<file path="config.mk">
export PLATFORM = sky130hd
export DESIGN_NAME = debounce_edge_events
export DESIGN_NICKNAME = d
export VERILOG_FILES = /design/src/rtl/debounce_edge_events.sv
export SDC_FILE = /design/constraint.sdc
export NUM_CORES = 1
export LEC_CHECK = 0
export BUFFER_PORTS_ARGS = -buffer_cell sky130_fd_sc_hd__buf_4
export CAP_MARGIN = 40
export CORE_ASPECT_RATIO = 1.2
export CORE_MARGIN = 10
export CORE_UTILIZATION = 40
export DETAILED_ROUTE_END_ITERATION = 7
export SYNTH_ARGS = -nofsm -noshare
export SYNTH_HDL_FRONTEND = slang
export SYNTH_SLANG_ARGS = --single-unit
</file>
<file path="constraint.sdc">
create_clock -name clk -period 2.3 [get_ports clk]
set_input_delay 0.345 -clock clk [delete_from_list [all_inputs] [get_ports clk]]
set_output_delay 0.345 -clock clk [all_outputs]
set_load 0.005 [all_outputs]
</file>
<file path="src/rtl/debounce_edge_events.sv">
// rtl/debounce_edge_events.sv - multi-channel debouncer with edge pulses and a queued edge-event stream
// Each channel: 2-flop sync, stable-count debounce, edge qualify, pulse stretch; events drain lowest channel first.
module debounce_edge_events #(
  parameter int    WIDTH         = 4,
  parameter int    TIMEOUT       = 50000,
  parameter int    TIMEOUT_WIDTH = 16,
  parameter string POLARITY      = "LOW",
  parameter int    PULSE_EXT     = 6,
  localparam int   CH_W          = (WIDTH > 1) ? $clog2(WIDTH) : 1
) (
  input  logic                 clk,
  input  logic                 reset,
  input  logic [WIDTH-1:0]     data_in,
  input  logic [2*WIDTH-1:0]   edge_mode,
  input  logic [WIDTH-1:0]     retrigger,
  input  logic [WIDTH-1:0]     ovr_clear,
  input  logic                 evt_ready,
  output logic [WIDTH-1:0]     data_out,
  output logic [WIDTH-1:0]     pulse_out,
  output logic [WIDTH-1:0]     busy,
  output logic                 evt_valid,
  output logic [CH_W-1:0]      evt_ch,
  output logic                 evt_rise,
  output logic [WIDTH-1:0]     overrun
);

  localparam logic INV = (POLARITY == "LOW");

  logic [WIDTH-1:0]         sync1, sync2, data_q;
  logic [TIMEOUT_WIDTH-1:0] db_cnt [WIDTH];
  logic [7:0]               p_cnt  [WIDTH];
  logic [WIDTH-1:0]         pending, rise_lat;
  logic [WIDTH-1:0]         rise_det, fall_det, qual, take;
  logic [CH_W-1:0]          sel_ch;
  logic                     sel_any, load;

  // Synchroniser holds normalised (active-true) values so reset gives the inactive level.
  always_ff @(posedge clk) begin
    if (reset) begin
      sync1 <= '0;
      sync2 <= '0;
    end else begin
      sync1 <= data_in ^ {WIDTH{INV}};
      sync2 <= sync1;
    end
  end

  always_ff @(posedge clk) begin
    if (reset) begin
      data_out <= '0;
      data_q   <= '0;
      for (int c = 0; c < WIDTH; c++) db_cnt[c] <= '0;
    end else begin
      data_q <= data_out;
      for (int c = 0; c < WIDTH; c++) begin
        if (sync2[c] == data_out[c]) begin
          db_cnt[c] <= '0;
        end else if (db_cnt[c] == TIMEOUT_WIDTH'(TIMEOUT - 1)) begin
          data_out[c] <= ~data_out[c];
          db_cnt[c]   <= '0;
        end else begin
          db_cnt[c] <= db_cnt[c] + TIMEOUT_WIDTH'(1);
        end
      end
    end
  end

  always_comb begin
    rise_det = data_out & ~data_q;
    fall_det = ~data_out & data_q;
    qual     = '0;
    busy     = '0;
    for (int c = 0; c < WIDTH; c++) begin
      qual[c] = (rise_det[c] & edge_mode[2*c]) | (fall_det[c] & edge_mode[2*c+1]);
      busy[c] = (p_cnt[c] != 8'd0);
    end
  end

  assign pulse_out = busy;

  always_ff @(posedge clk) begin
    if (reset) begin
      for (int c = 0; c < WIDTH; c++) p_cnt[c] <= 8'd0;
    end else begin
      for (int c = 0; c < WIDTH; c++) begin
        if (qual[c] && (p_cnt[c] == 8'd0 || retrigger[c])) p_cnt[c] <= 8'(PULSE_EXT);
        else if (p_cnt[c] != 8'd0)                          p_cnt[c] <= p_cnt[c] - 8'd1;
      end
    end
  end

  // Descending scan leaves the lowest pending index in sel_ch.
  always_comb begin
    sel_ch  = '0;
    sel_any = |pending;
    for (int c = WIDTH - 1; c >= 0; c--) begin
      if (pending[c]) sel_ch = CH_W'(c);
    end
    load = sel_any && (!evt_valid || evt_ready);
    take = load ? (WIDTH'(1) << sel_ch) : '0;
  end

  always_ff @(posedge clk) begin
    if (reset) begin
      pending   <= '0;
      rise_lat  <= '0;
      overrun   <= '0;
      evt_valid <= 1'b0;
      evt_ch    <= '0;
      evt_rise  <= 1'b0;
    end else begin
      if (load) begin
        evt_valid <= 1'b1;
        evt_ch    <= sel_ch;
        evt_rise  <= rise_lat[sel_ch];
      end else if (evt_ready) begin
        evt_valid <= 1'b0;
      end
      // A new edge wins over both the pending clear and the overrun clear.
      pending  <= (pending & ~take) | qual;
      rise_lat <= (rise_lat & ~qual) | (rise_det & qual);
      overrun  <= (overrun & ~ovr_clear) | (qual & pending & ~take);
    end
  end

endmodule

</file>
==> flow_metrics.tcl <==
set metrics [dict create \
    cts_root_buffer "clkbuf_16" \
    crit_path_end_kind "primary output" \
    vdd_drop_max_mv 0.5089 \
    start_util 0.4111 \
    antenna_found_initial 0 \
    period_share 0.9373 \
    clock_skew_ps 8.920 \
    area_growth_pct 21.01 \
    fin_nets 782 \
    intPower_mw 5.196 \
    crit_type "flip-flop to primary output" \
    routabilityCongestion 0.7611 \
    cts_hold_buf 0 \
    whs_ps 83.12 \
    yosys_warnings 0 \
    vias 4668 \
    cts_buffers 17 \
    num_antenna_cells 0 \
    synth_top_area_cell "edfxtp_1" \
    power_leakage_nw 2.926 \
    timing.reg2reg.setup_slack_ps 230 \
    ys_ff_latch 128 \
    pwr-share-seq 0.437 \
    clk_pin_slew_ps 60 \
    port_buffers 42 \
    grt.overflow.total 0 \
    max_freq_ghz 0.4639 \
    fin_tns_setup_ps 0 \
    status "finished clean" \
    sw_frac_of_total 0.2732 \
    dieHeight_um 159.2 \
    netlist_top_cells_area "edfxtp_1 (45%), dfxtp_1 (9.9%), xnor2_1 (7.9%)" \
    path_max_fanout 5 \
    dpl.hpwl_um 9353 \
    clk_path_buf_depth 2 \
    synth_top_area_frac 0.4466 \
    reg2regPathDepth 4 \
    reg2reg_to "p_cnt[2][7]" \
    fin_ws_ps 144.1 \
    syn_avg_cell_area_um2 10.21 \
    p_total_mw 7.149 \
    power_density_nw_per_um2 915.2 \
    maxCapViolCount 0 \
    drtAntennaViolNets 0 \
    worstMarginPinSlew_ps 561.1 \
    drcViolationCount 0 \
    h-tree-depth 4 \
    synth_cell_types 47 \
    power_frac_clock 0.364 \
    drtIter0Drc 247 \
    netlist_instances 632 \
    grt_use_total 0.1176 \
    insertion_delay_ps 410 \
    grt_pass1_wl_um 20950 \
    dieArea_um2 21640 \
    clock-sinks 128 \
    dr.pass1.iters 4 \
    worstPathRequired_ps 1960 \
    place_ws_ps 211.1 \
    comb_power_share 0.200 \
    setup_viol 0 \
    grt_max_degree 35 \
    io_pins 43 \
    wirelength_um 12530 \
    ys_seq_area_frac 0.5458 \
    wire_per_inst_um 12.94 \
    rsz0062_at_grt "no" \
    cts_tree "yes" \
    min_period_ps 2156 \
    relSlewSlack 0.6220 \
    num_rows 50 \
    grt_pass1_vias 4599 \
    die_w_um 136.0 \
    cp.arrival_ps 1810 \
    viasPerCell 4.822 \
    finalMaxSlewViolations 0 \
    startpoint_type "flip-flop" \
    r2r_start "p_cnt[2][2]" \
    hp-class "input port to flip-flop" \
    crit_end "pulse_out[2]" \
    core_um2 15700 \
    hold_viol 0 \
    drive_gt1_frac 0.1105 \
    syn_area_um2 6455 \
    p_switching_mw 1.953 \
    critPathLaunch "p_cnt[2][2]" \
]
-- sequential cells by signal (all words and copies together) (netlist names), named ones only --
signal	cells
db_cnt	64
p_cnt	32
data_out	4
data_q	4
overrun	4
pending	4
sync1	4
sync2	4
evt_ch	2
evt_rise	1
evt_valid	1
-- cells in the final DEF, fill, tap and decap left out, types with 2 or more instances in the layout --
cell,synthesis,final
nor4_2,1,2
conb_1,1,64
nor2_1,132,132
nand3b_1,5,5
ha_1,12,12
nor4bb_1,3,3
xor2_1,23,23
o21ai_0,13,13
inv_1,28,28
nor2b_1,15,15
clkinv_2,0,5
edfxtp_1,96,96
or3_1,6,6
bufinv_16,0,2
o31ai_1,3,3
buf_4,4,49
nand3_1,22,22
a211o_1,4,4
nor3_1,20,20
nand4_1,13,13
nor4_1,21,20
or4_1,4,4
clkinv_4,0,2
nor4b_1,3,3
dfxtp_1,32,32
a32oi_1,2,2
and3_1,9,9
clkbuf_8,0,3
o22ai_1,2,2
nand2_1,40,40
and4b_1,2,2
clkbuf_1,9,2
xnor2_1,58,58
clkbuf_16,0,17
a21oi_1,23,23
nand2b_1,8,8
mux2i_1,3,3
-- what timing repair did --
action / CTS / global route
resized for setup: 0 / 1
endpoints found under the setup margin: 0 / 2
buffers inserted: 0 / 0
-- layer usage --
metal  vias to the layer above  GRT usage  wire length (µm)
met5                         -          0                 0
met4                         0    0.05674               284
met3                        23    0.03499               471
met2                        66     0.2022              6478
met1                      2190     0.1279              5295
li1                       2389          -                 -
-- worst max-delay path: stages (launching register included) --
cell	delay (ps)
edfxtp_1	460
nor4_2	410
and3_1	260
inv_1	110
buf_4	160
-- per-stage QoR --
stage               instances  area (µm²)  utilization
CTS                       967        7800       0.4967
floorplan                 695        6691            -
global route              968        7811       0.4975
detailed placement        935        7216       0.4595
finish                    968        7811       0.4975
global placement          935        7216       0.4595
-- synthesized netlist by cell type (all sizes together) --
cell type,count
or4,4
nand2,40
xor2,23
nor2,132
nand4,14
nand2b,8
buf,8
a31oi,1
or4bb,1
o211ai,1
nor4bb,3
and4,1
a32oi,2
and3,9
mux2,1
ha,12
a311o,1
conb,1
or2,1
mux2i,3
nor3,20
a21oi,23
nor4b,3
xnor2,58
and4b,2
nor4,22
nand3,22
o31ai,3
nand3b,5
clkbuf,9
dfxtp,32
a211o,4
edfxtp,96
o22ai,2
a211oi,1
inv,28
or3,6
nand4b,1
o21ai,13
nor2b,15
a221oi,1
-- power by group through the flow --
stage / clock network (mW) / registers [mW] / logic, mW
after floorplan: 0 / 3.10 / 1.10
after global routing: 2.78 / 3.16 / 1.62
after detailed placement: 0 / 3.16 / 1.42
after global placement: 0 / 3.14 / 1.37
final: 2.60 / 3.12 / 1.43
after CTS: 2.67 / 3.12 / 1.44
-- cell families after synthesis --
| family | count (synthesis) | synth area share |
|---|---|---|
| other cells | 1 | 0.0005810 |
| mux | 4 | 0.006397 |
| xor+xnor | 81 | 0.1099 |
| compound gates | 52 | 0.04768 |
| fa+ha+maj | 12 | 0.02326 |
| simple gates | 309 | 0.2340 |
| buf+inv | 45 | 0.03237 |
| flops | 128 | 0.5458 |
-- area by class of cell --
type                    count  area (µm²)
fillers                  1466        7891
flip-flops and latches    128        3523
multi-input cells         522        2965
clock buffers              22       474.2
repair buffers             50       372.9
well taps                 208       260.3
clock inverters            10       110.1
inverters                  28       105.1
-- worst min path at each step --
stage,from,end,slack (ps),cells after the start
after floorplan,data_in[3],sync1[3],410,1
after global placement,sync1[0],sync2[0],430,1
after detailed placement,sync1[1],sync2[1],430,1
after CTS,data_in[3],sync1[3],60,2
after global routing,data_in[3],sync1[3],70,2
final,data_in[0],sync1[0],80,2
Power figures use the tool's default switching activity.
